--- src/rtl/spi_slave_shift_pkg.sv ---
// Shared constants for the SPI responder shift engine: default sizes and FSM encodings.
package spi_slave_shift_pkg;

    localparam int SPI_SLV_MAX_CHAR = 32;
    localparam int SPI_SLV_LEN_BITS = 5;

    typedef logic [0:0] spi_slv_state_t;

    localparam spi_slv_state_t SPI_SLV_IDLE   = 1'b0;
    localparam spi_slv_state_t SPI_SLV_ACTIVE = 1'b1;

endpackage

--- src/rtl/spi_slave_sync.sv ---
// Two-flop synchronisers for the SPI pins plus sclk leading/trailing edge detection.
module spi_slave_sync (
    input  logic wb_clk_in,
    input  logic wb_rst_n,
    input  logic cpol,
    input  logic sclk_in,
    input  logic ss_n_in,
    input  logic mosi_in,
    output logic ss_n_s,
    output logic mosi_s,
    output logic lead_edge,
    output logic trail_edge
);

    logic sclk_m;
    logic sclk_s;
    logic sclk_d;
    logic ss_n_m;
    logic mosi_m;

    // ss_n syncs reset to the deselected level so reset never looks like a select
    always_ff @(posedge wb_clk_in or negedge wb_rst_n) begin
        if (!wb_rst_n) begin
            sclk_m <= 1'b0;
            sclk_s <= 1'b0;
            sclk_d <= 1'b0;
            ss_n_m <= 1'b1;
            ss_n_s <= 1'b1;
            mosi_m <= 1'b0;
            mosi_s <= 1'b0;
        end else begin
            sclk_m <= sclk_in;
            sclk_s <= sclk_m;
            sclk_d <= sclk_s;
            ss_n_m <= ss_n_in;
            ss_n_s <= ss_n_m;
            mosi_m <= mosi_in;
            mosi_s <= mosi_m;
        end
    end

    assign lead_edge  = (sclk_d == cpol) && (sclk_s != cpol);
    assign trail_edge = (sclk_d != cpol) && (sclk_s == cpol);

endmodule

--- src/rtl/spi_slave_shift.sv ---
// SPI responder shift engine: receives on mosi, transmits on miso for all cpol/cpha modes,
// with a single-entry TX holding buffer towards the register side.
module spi_slave_shift
    import spi_slave_shift_pkg::*;
#(
    parameter int MAX_CHAR = SPI_SLV_MAX_CHAR,
    parameter int LEN_BITS = SPI_SLV_LEN_BITS
) (
    input  logic                wb_clk_in,
    input  logic                wb_rst_n,
    input  logic                enable,
    input  logic                cpol,
    input  logic                cpha,
    input  logic                lsb,
    input  logic [LEN_BITS-1:0] char_len,
    input  logic [MAX_CHAR-1:0] tx_data,
    input  logic                tx_load,
    output logic                tx_ready,
    output logic [MAX_CHAR-1:0] rx_data,
    output logic                rx_valid,
    output logic                tx_underrun,
    output logic                busy,
    input  logic                sclk_in,
    input  logic                ss_n_in,
    input  logic                mosi_in,
    output logic                miso_out,
    output logic                miso_oe
);

    spi_slv_state_t      state;
    logic                ss_n_s;
    logic                ss_n_q;
    logic                mosi_s;
    logic                lead_edge;
    logic                trail_edge;
    logic                sample_edge;
    logic                shift_edge;
    logic [MAX_CHAR-1:0] tx_buf;
    logic                tx_full;
    logic [MAX_CHAR-1:0] tx_sr;
    logic                skip_shift;
    logic [MAX_CHAR-1:0] rx_sr;
    logic [MAX_CHAR-1:0] rx_next;
    logic [LEN_BITS:0]   bit_cnt;
    logic [LEN_BITS:0]   cnt_next;
    logic [LEN_BITS:0]   eff_len;
    logic [LEN_BITS-1:0] msb_idx;
    logic                cur_bit;
    logic                miso_hold;
    logic                stay_active;
    logic                char_done;
    logic                start_char;
    logic                reload;
    logic                tx_advance;

    spi_slave_sync u_sync (
        .wb_clk_in  (wb_clk_in),
        .wb_rst_n   (wb_rst_n),
        .cpol       (cpol),
        .sclk_in    (sclk_in),
        .ss_n_in    (ss_n_in),
        .mosi_in    (mosi_in),
        .ss_n_s     (ss_n_s),
        .mosi_s     (mosi_s),
        .lead_edge  (lead_edge),
        .trail_edge (trail_edge)
    );

    assign eff_len     = (char_len == '0) ? (LEN_BITS+1)'(MAX_CHAR) : {1'b0, char_len};
    assign msb_idx     = LEN_BITS'(eff_len - 1'b1);
    assign sample_edge = cpha ? trail_edge : lead_edge;
    assign shift_edge  = cpha ? lead_edge : trail_edge;
    assign cnt_next    = bit_cnt + 1'b1;

    assign stay_active = (state == SPI_SLV_ACTIVE) && enable && !ss_n_s;
    assign char_done   = stay_active && sample_edge && (cnt_next == eff_len);
    assign start_char  = (state == SPI_SLV_IDLE) && enable && ss_n_q && !ss_n_s;
    assign reload      = start_char || char_done;
    assign tx_advance  = stay_active && !sample_edge && shift_edge && !skip_shift;

    // LSB-first inserts at the top of the active window so the result ends right-aligned
    assign rx_next = lsb ? ((rx_sr >> 1) | (MAX_CHAR'(mosi_s) << msb_idx))
                         : {rx_sr[MAX_CHAR-2:0], mosi_s};

    assign cur_bit  = lsb ? tx_sr[0] : tx_sr[msb_idx];
    assign miso_oe  = enable && !ss_n_s;
    assign miso_out = miso_oe ? cur_bit : miso_hold;
    assign busy     = (state == SPI_SLV_ACTIVE) && !ss_n_s;
    assign tx_ready = !tx_full;

    always_ff @(posedge wb_clk_in or negedge wb_rst_n) begin
        if (!wb_rst_n) begin
            state     <= SPI_SLV_IDLE;
            ss_n_q    <= 1'b1;
            bit_cnt   <= '0;
            rx_sr     <= '0;
            rx_data   <= '0;
            rx_valid  <= 1'b0;
            miso_hold <= 1'b0;
        end else begin
            rx_valid  <= 1'b0;
            ss_n_q    <= ss_n_s;
            miso_hold <= miso_out;
            case (state)
                SPI_SLV_IDLE: begin
                    if (start_char) begin
                        state   <= SPI_SLV_ACTIVE;
                        bit_cnt <= '0;
                        rx_sr   <= '0;
                    end
                end
                default: begin
                    if (!stay_active) begin
                        state   <= SPI_SLV_IDLE;
                        bit_cnt <= '0;
                        rx_sr   <= '0;
                    end else if (char_done) begin
                        rx_data  <= rx_next;
                        rx_valid <= 1'b1;
                        bit_cnt  <= '0;
                        rx_sr    <= '0;
                    end else if (sample_edge) begin
                        rx_sr   <= rx_next;
                        bit_cnt <= cnt_next;
                    end
                end
            endcase
        end
    end

    // A reload after a completed character always already presents bit 0, so the
    // following shift edge is skipped in both cpha modes; at select only cpha=1 needs it.
    always_ff @(posedge wb_clk_in or negedge wb_rst_n) begin
        if (!wb_rst_n) begin
            tx_buf      <= '0;
            tx_full     <= 1'b0;
            tx_sr       <= '0;
            skip_shift  <= 1'b0;
            tx_underrun <= 1'b0;
        end else begin
            tx_underrun <= 1'b0;
            if (reload) begin
                tx_sr       <= tx_full ? tx_buf : '0;
                tx_underrun <= !tx_full;
                tx_full     <= 1'b0;
                skip_shift  <= char_done ? 1'b1 : cpha;
            end else if (tx_advance) begin
                tx_sr <= lsb ? (tx_sr >> 1) : (tx_sr << 1);
            end else if (stay_active && shift_edge) begin
                skip_shift <= 1'b0;
            end
            if (tx_load && !tx_full) begin
                tx_buf  <= tx_data;
                tx_full <= 1'b1;
            end
        end
    end

endmodule

--- config.mk ---
export PLATFORM = sky130hd
export DESIGN_NAME = spi_slave_shift
export DESIGN_NICKNAME = d
export VERILOG_FILES = /design/src/rtl/spi_slave_shift_pkg.sv /design/src/rtl/spi_slave_sync.sv /design/src/rtl/spi_slave_shift.sv
export SDC_FILE = /design/constraint.sdc
export NUM_CORES = 1
export LEC_CHECK = 0
export ABC_AREA = 1
export CELL_PAD_IN_SITES_DETAIL_PLACEMENT = 0
export CELL_PAD_IN_SITES_GLOBAL_PLACEMENT = 1
export CORE_UTILIZATION = 43
export DETAILED_ROUTE_END_ITERATION = 8
export GPL_ROUTABILITY_DRIVEN = 0
export GPL_TIMING_DRIVEN = 0
export PLACE_DENSITY_LB_ADDON = 0.05
export REMOVE_ABC_BUFFERS = 1
export SLEW_MARGIN = 5
export SYNTH_ARGS = -nofsm -noshare
export SYNTH_HDL_FRONTEND = slang
export SYNTH_HIERARCHICAL = 1
export SYNTH_SLANG_ARGS = --single-unit
--- constraint.sdc ---
create_clock -name wb_clk_in -period 2.1 [get_ports wb_clk_in]
set_input_delay 0.21 -clock wb_clk_in [delete_from_list [all_inputs] [get_ports wb_clk_in]]
set_output_delay 0.21 -clock wb_clk_in [all_outputs]
set_load 0.1 [all_outputs]
==> reports/metrics.cfg, run 1 <==
[status]
outcome = finished with violations
failed_checks = setup timing

[drt]
drtPass1Iterations = 5
wl_per_cell_um = 17.7
ant_nets = 0
vias = 7041
drt_first_iter_violations = 486
drt_wl_total_um = 22900
drc = 0
via_per_inst = 5.43

[placement]
place_hpwl_um = 12500
io_buffers = 84

[final_layout]
drive_gt1_share_pct = 22.8
final_cell_mix = 185 x nand2_1, 143 x dfrtp_1, 112 x nand3_1
diodes = 0
nets = 1104
final_common_cell = nand2_1
final_util_pct = 58.5
syn_to_final_growth_pct = 33.3
fillers = 1670

[critical_path]
crit_slowest_cell = ha_4
critPathTopFamily = buffers and inverters
critical_path_class = primary input to primary output
critPathArrivalTime_ns = 1.94
r2r_setup_slack_ns = -0.03
cp_cell_sequence = clkdlybuf4s15_1, inv_2, ha_4, clkinvlp_4, a21oi_1, o21ai_0, nand3_1, nand3_1, nand3_1, nand2_1, nand2_1, nand2_1, nand2_2, buf_12
rr_startpoint = u_sync/sclk_s
slowest_delay_ns = 0.30
crit_path_start_kind = primary input
crit_start = char_len[1]
cp_data_required_time_ns = 1.89
worstPathMaxFanout = 5
endpoint_kind = primary output
path_buf_inv = 4

[synthesis]
ys_seq_area_share_pct = 47.2
synth_edf_count = 0
synthesis.area_um2 = 7860
synth_area_leaders = dfrtp_1 46%, nand2_1 9.7%, nand3_1 8.3%, nor2_1 4.8%, mux2_2 4.4%
synth.largest_area_cell = dfrtp_1
synthArstFlopShare_pct = 100
syn_avg_cell_area_um2 = 8.13
yosysUniqueCellTypes = 38
synth_seq_cells = 148
synth.yosys.warnings = 6
yosys_most_used_dff = dfrtp_1
synthCells = 966
yosys.area.top_type_share_pct = 46.2

[flow_run]
max_cap_viol_count = 0

[floorplan]
die_height_um = 137
die_area_um2 = 18800
initial_utilization_pct = 43.9
core_um2 = 17900
num_rows = 49
fp.dieW_um = 137
pin_count = 85

[sta]
min_period_ns = 2.15
rsz0062_at_grt = true
fmax_ghz = 0.464
hold_ws_ns = 0.200
fin_skew_ns = 0.00964
worst_slack_ns = -0.0542
finalSetupViolations = 4
worst_pin_slew_ns = 0.979
slew_headroom_pct = 34.6
final.period_utilization_pct = 103
hold_viol = 0
maxSlewViolCount = 0

[worst_hold_path]
hp-start = ss_n_in
holdCritPathClass = primary input to register

[clock_tree]
cts-root-buf = clkbuf_16
h-tree-depth = 4
clock_latency_ns = 0.43
cts_sinks = 148
numCtsBuffers = 17
cts_tree = yes
clockBufferDepth = 2
path_clk_slew_ns = 0.06

[global_routing]
grt_overflow = 0
grt_max_degree = 85
track_usage_pct = 25.5
antenna_found_initial = 0
grt_first_pass_wirelength_um = 36300
grt_pass1_vias = 6770

[power_and_ir_drop]
p_leak_nw = 4.81
vdd_drop_max_uv = 674
cellPowerDensity_nw_per_um2 = 886
power_mw = 9.28

==> Yosys cell counts, types with 5 or more instances <==
cell type    n
nor2_1     100
inv_2        6
nand3_1    131
inv_1       87
a21oi_2     26
nor3_1       5
o21ai_0     43
o21ai_1      8
o211ai_1    36
a21oi_1     23
buf_2       13
nand2_1    202
clkbuf_1    33
mux2_2      31
mux2i_1      5
dfrtp_1    145
buf_6        9
a31oi_1      7
nand4_1     24
==> metal layers <==
layer | GRT usage, % | wire length (um)
met5 | 0 | 0
met1 | 32.5 | 9810
met2 | 43.0 | 11600
met3 | 5.37 | 1020
met4 | 8.24 | 479
==> power breakdown <==
part	internal, mW	leakage, nW	total [mW]	switching (mW)
combinational	0.849	2.72	1.98	1.13
clock	2.05	0.297	3.28	1.23
sequential	3.46	1.80	4.02	0.557
==> sequential cells by signal, indices dropped and copies added (netlist names) <==
name and count:
bit_cnt 6, miso_hold 1, rx_data 32, rx_sr 32
rx_valid 1, skip_shift 1, ss_n_q 1, state 1
tx_buf 32, tx_full 1, tx_sr 32, tx_underrun 1
u_sync/mosi_m 1, u_sync/mosi_s 1, u_sync/sclk_d 1, u_sync/sclk_m 1
u_sync/sclk_s 1, u_sync/ss_n_m 1, u_sync/ss_n_s 1
==> cell type report <==
| type | instances | area (um2) | area share (%) |
|---|---|---|---|
| Multi-Input combinational cell | 672 | 4050 | 38.7 |
| Sequential cell | 148 | 3710 | 35.4 |
| Timing Repair Buffer | 120 | 1410 | 13.4 |
| Clock buffer | 23 | 468 | 4.47 |
| Inverter | 94 | 385 | 3.68 |
| Tap cell | 229 | 287 | 2.74 |
| Clock inverter | 9 | 154 | 1.47 |
| Timing Repair inverter | 2 | 13.8 | 0.131 |
==> what timing repair did <==
item | in CTS | in global routing
pin swaps | 23 | 11
hold buffers | 1 | 0
gates resized for setup | 130 | 95
hold endpoints to repair | 64 | 0
buffers inserted | 18 | 3
endpoints found under the setup margin | 175 | 132
gates cloned | 15 | 5
==> cell families after synthesis <==
group	synth area share (%)
XOR/XNOR	0.223
adder cells (fa/ha/maj)	0.319
AO/OA/AOI/OAI	12.2
multiplexers	5.08
AND/OR/NAND/NOR	26.5
flip-flops	47.2
buffers and inverters	8.57
==> worst register-to-register path, delay by kind of cell (launching register included) <==
kind | cells | cell delay, ns
compound gates | 1 | 0.18
simple gates | 10 | 1.03
buf+inv | 2 | 0.43
flops | 1 | 0.38
==> path summary, 6_finish.rpt <==
kind	end	cells after the start
worst max-delay path	miso_out	14
worst min-delay path	u_sync/ss_n_m	1
worst max register to register	tx_sr[4]	13
worst min register to register	u_sync/sclk_s	0
max in group asynchronous	tx_sr[21]	3
min in group asynchronous	rx_data[26]	2
==> metrics by stage <==
step,worst slack (ns),setup TNS [ns],instance area [um2],std cells
finish,-0.0542,-0.116,10500,1297
global route,-0.161,-6.28,10500,1297
CTS,-0.196,-0.247,10100,1290
detailed placement,-3.58,-237.15,8800,1224
global placement,-5.61,-1216.40,8660,1219
floorplan,-2.32,-184.09,7530,906
Note: power is estimated with default switching activity, not from simulation.
==> run 2: changes to the inputs <==
Settings changed: ABC_AREA 1 to not set, CELL_PAD_IN_SITES_DETAIL_PLACEMENT 0 to not set, CELL_PAD_IN_SITES_GLOBAL_PLACEMENT 1 to not set, CORE_UTILIZATION 43 to 45.
==> run 2 against run 1 <==
The run still ends with setup timing left. Final cell count decreased by 23%. Clock power decreased by 15%. Hold slack got worse by 0.012 ns. Largest power group unchanged. Sequential power increased by 3%. Critical path depth shrank 7. Count of clock-buffer cells in the layout rose by 4. Fmax decreased by 21%. Critical path type is now register to register. Largest cell class unchanged.
==> reports/metrics.cfg, run 2 <==
[floorplan]
initial_utilization_pct = 46.3  ; +2.4 points
die_area_um2 = 17600  ; -6.2%
die_height_um = 133  ; -3.1%
pin_count = 85  ; unchanged
fp.dieW_um = 133  ; -3.1%
num_rows = 47  ; -4.1%
core_um2 = 16600  ; -7.0%

[drt]
drc = 0  ; unchanged
wl_per_cell_um = 18.3  ; +3.7%
drt_first_iter_violations = 343  ; -29%
drtPass1Iterations = 5  ; unchanged
ant_nets = 0  ; unchanged
via_per_inst = 5.53  ; +2.0%
drt_wl_total_um = 18400  ; -20%
vias = 5557  ; -21%

[clock_tree]
cts_sinks = 148  ; unchanged
h-tree-depth = 4  ; unchanged
path_clk_slew_ns = 0.06  ; about the same
numCtsBuffers = 17  ; unchanged
clock_latency_ns = 0.43  ; about the same
clockBufferDepth = 2  ; unchanged
cts-root-buf = clkbuf_16
cts_tree = yes

[global_routing]
track_usage_pct = 22.3  ; -3.2 points
grt_overflow = 0  ; unchanged
grt_pass1_vias = 5821  ; -14%
grt_max_degree = 83  ; -2.4%
antenna_found_initial = 0  ; unchanged
grt_first_pass_wirelength_um = 30500  ; -16%

[final_layout]
final_common_cell = dfrtp_1
nets = 820  ; -26%
drive_gt1_share_pct = 24.6  ; +1.8 points
syn_to_final_growth_pct = 29.9
final_design_area_no_fill_um2 = 10000  ; -4.5%
final_cell_mix = 144 x dfrtp_1, 84 x mux2i_1, 55 x nand2_1
diodes = 0  ; unchanged

[critical_path]
critPathArrivalTime_ns = 3.04  ; +1.10 ns
r2r_setup_slack_ns = -0.63  ; -0.60 ns
rr_startpoint = bit_cnt[0]
critical_path_class = register to register
endpoint_kind = register
worstPathMaxFanout = 13  ; +8
cp_data_required_time_ns = 2.41  ; +0.52 ns
crit_path_start_kind = register
r2r_end = rx_data[17]
r2r_cells = 7  ; -6

[synthesis]
synth_top_family_by_area = multiplexers
synth_edf_count = 0  ; unchanged
synth_simple_gate_area_share_pct = 8.54  ; -18 points
synthArstFlopShare_pct = 100  ; unchanged
synthAdderAreaFrac_pct = 0.325  ; +0.0062 points
syn_avg_cell_area_um2 = 11.6  ; +42%
yosys_most_used_dff = dfrtp_1
synth.largest_area_cell = dfrtp_1
synthesis.area_um2 = 7700  ; -1.9%
ys_seq_area_share_pct = 48.1  ; +0.92 points
synthCells = 667  ; -31%
synth_common_cells = 145 x dfrtp_1, 84 x mux2i_1, 55 x nand2_1
yosysUniqueCellTypes = 61  ; +61%
synth_area_leaders = dfrtp_1 47%, mux2i_1 11%, mux2_4 5.7%, mux2_2 5.4%, a22o_1 3.8%
synth.yosys.warnings = 6  ; unchanged
yosys.area.top_type_share_pct = 47.1  ; +0.90 points
synth_seq_cells = 148  ; unchanged
synthMuxAreaShare_pct = 24.3  ; +19 points
synth_compound_area_share_pct = 12.6  ; +0.40 points
yosysMostFrequentCell = dfrtp_1
synth_xor_area_share_pct = 2.01  ; +1.8 points

[sta]
min_period_ns = 2.73  ; +0.576 ns
slew_headroom_pct = 35.6  ; +1.0 points
hold_viol = 0  ; unchanged
final.period_utilization_pct = 130  ; +27 points
maxSlewViolCount = 0  ; unchanged
finalSetupViolations = 106  ; +102
fin_skew_ns = 0.00966  ; +0.0000163 ns
fmax_ghz = 0.366  ; -21%
rsz0062_at_grt = true
worst_pin_slew_ns = 0.964  ; -0.0153 ns
worst_slack_ns = -0.630  ; -0.576 ns

[worst_hold_path]
holdPathStages = 1  ; unchanged
hp-start = ss_n_in
holdCritPathClass = primary input to register
whs_endpoint = u_sync/ss_n_m

[placement]
place_hpwl_um = 11300  ; -9.3%
place_area_um2 = 8720  ; -0.92%
io_buffers = 84  ; unchanged

[power_and_ir_drop]
vdd_drop_max_uv = 652  ; -3.4%
power_mw = 9.10  ; -1.9%
cellPowerDensity_nw_per_um2 = 909  ; +2.6%
p_leak_nw = 4.52  ; -6.1%

[status]
failed_checks = setup timing
outcome = finished with violations

[flow_run]
max_cap_viol_count = 0  ; unchanged

[run 2: worst max path at each step]
stage / from / end / slack [ns]
floorplan: u_sync/ss_n_s / miso_hold / -2.76
global placement: wb_rst_n / tx_buf[10] / -5.20
detailed placement: char_len[0] / miso_out / -3.10
CTS: u_sync/sclk_d / rx_sr[5] / -0.65
global route: u_sync/sclk_d / rx_data[16] / -0.70
finish: bit_cnt[0] / rx_data[17] / -0.63
[run 2: worst max-delay path, stage by stage, from the launching register on]
cell,delay [ns]
dfrtp_1,0.41
ha_4,0.26
xor2_1,0.14
or4_4,0.56
or4b_4,0.59
nor2_8,0.16
buf_12,0.18
mux2_4,0.31
[run 2: timing repair]
item                                    4_1_cts  5_1_grt
cloned                                        9        0
buffers inserted                             27       16
hold buffers                                  1        0
pin swaps                                    16       14
hold endpoints to repair                     63        0
resized for setup                           103       31
endpoints found under the setup margin      175      142
[run 2: layout make-up]
class	count	area (um2)
clock inverter	5	55.1
clock buffer	27	473
sequential	148	3710
fill	1371	6640
tap	220	275
timing repair buffer	134	1510
inverter	13	52.6
multi-input combinational	457	3930
[run 2: kinds of logic (layout without fill, tap and decap cells)]
family / Yosys count / after routing
xor gates and xnor gates: 13 / 13
buffers and inverters: 63 / 179
AOI/OAI and AO/OA: 142 / 142
and+or+nand+nor: 141 / 142
DFF: 148 / 148
adders and majority gates: 2 / 2
muxes: 158 / 158
[run 2: report_power, final]
part           switching [mW]  leakage (nW)  internal [mW]
Combinational            1.02          2.35           1.16
Sequential              0.608          1.91           3.52
Clock                    1.14         0.250           1.66
[run 2: routing by layer]
layer / track usage (%) / vias to the layer above / share of wire [%]
met5: 0 / - / 0
met4: 7.92 / 0 / 1.8
met3: 4.98 / 22 / 3.9
met2: 37.7 / 138 / 51
met1: 28.1 / 2767 / 44
li1: - / 2630 / -
[run 2: stage by stage]
stage | utilization [%] | instances | hold WS, ns | setup WS, ns | setup TNS, ns
4_1_cts | 59.7 | 996 | 0.174 | -0.651 | -59.57
5_1_grt | 60.1 | 1004 | 0.176 | -0.702 | -65.49
3_5_place_dp | 52.4 | 927 | 0.257 | -3.10 | -171.81
3_3_place_gp | 51.4 | 921 | 0.337 | -5.20 | -1091.58
6_report | 60.1 | 1004 | 0.188 | -0.630 | -56.72
2_1_floorplan | - | 617 | -0.0856 | -2.76 | -176.06
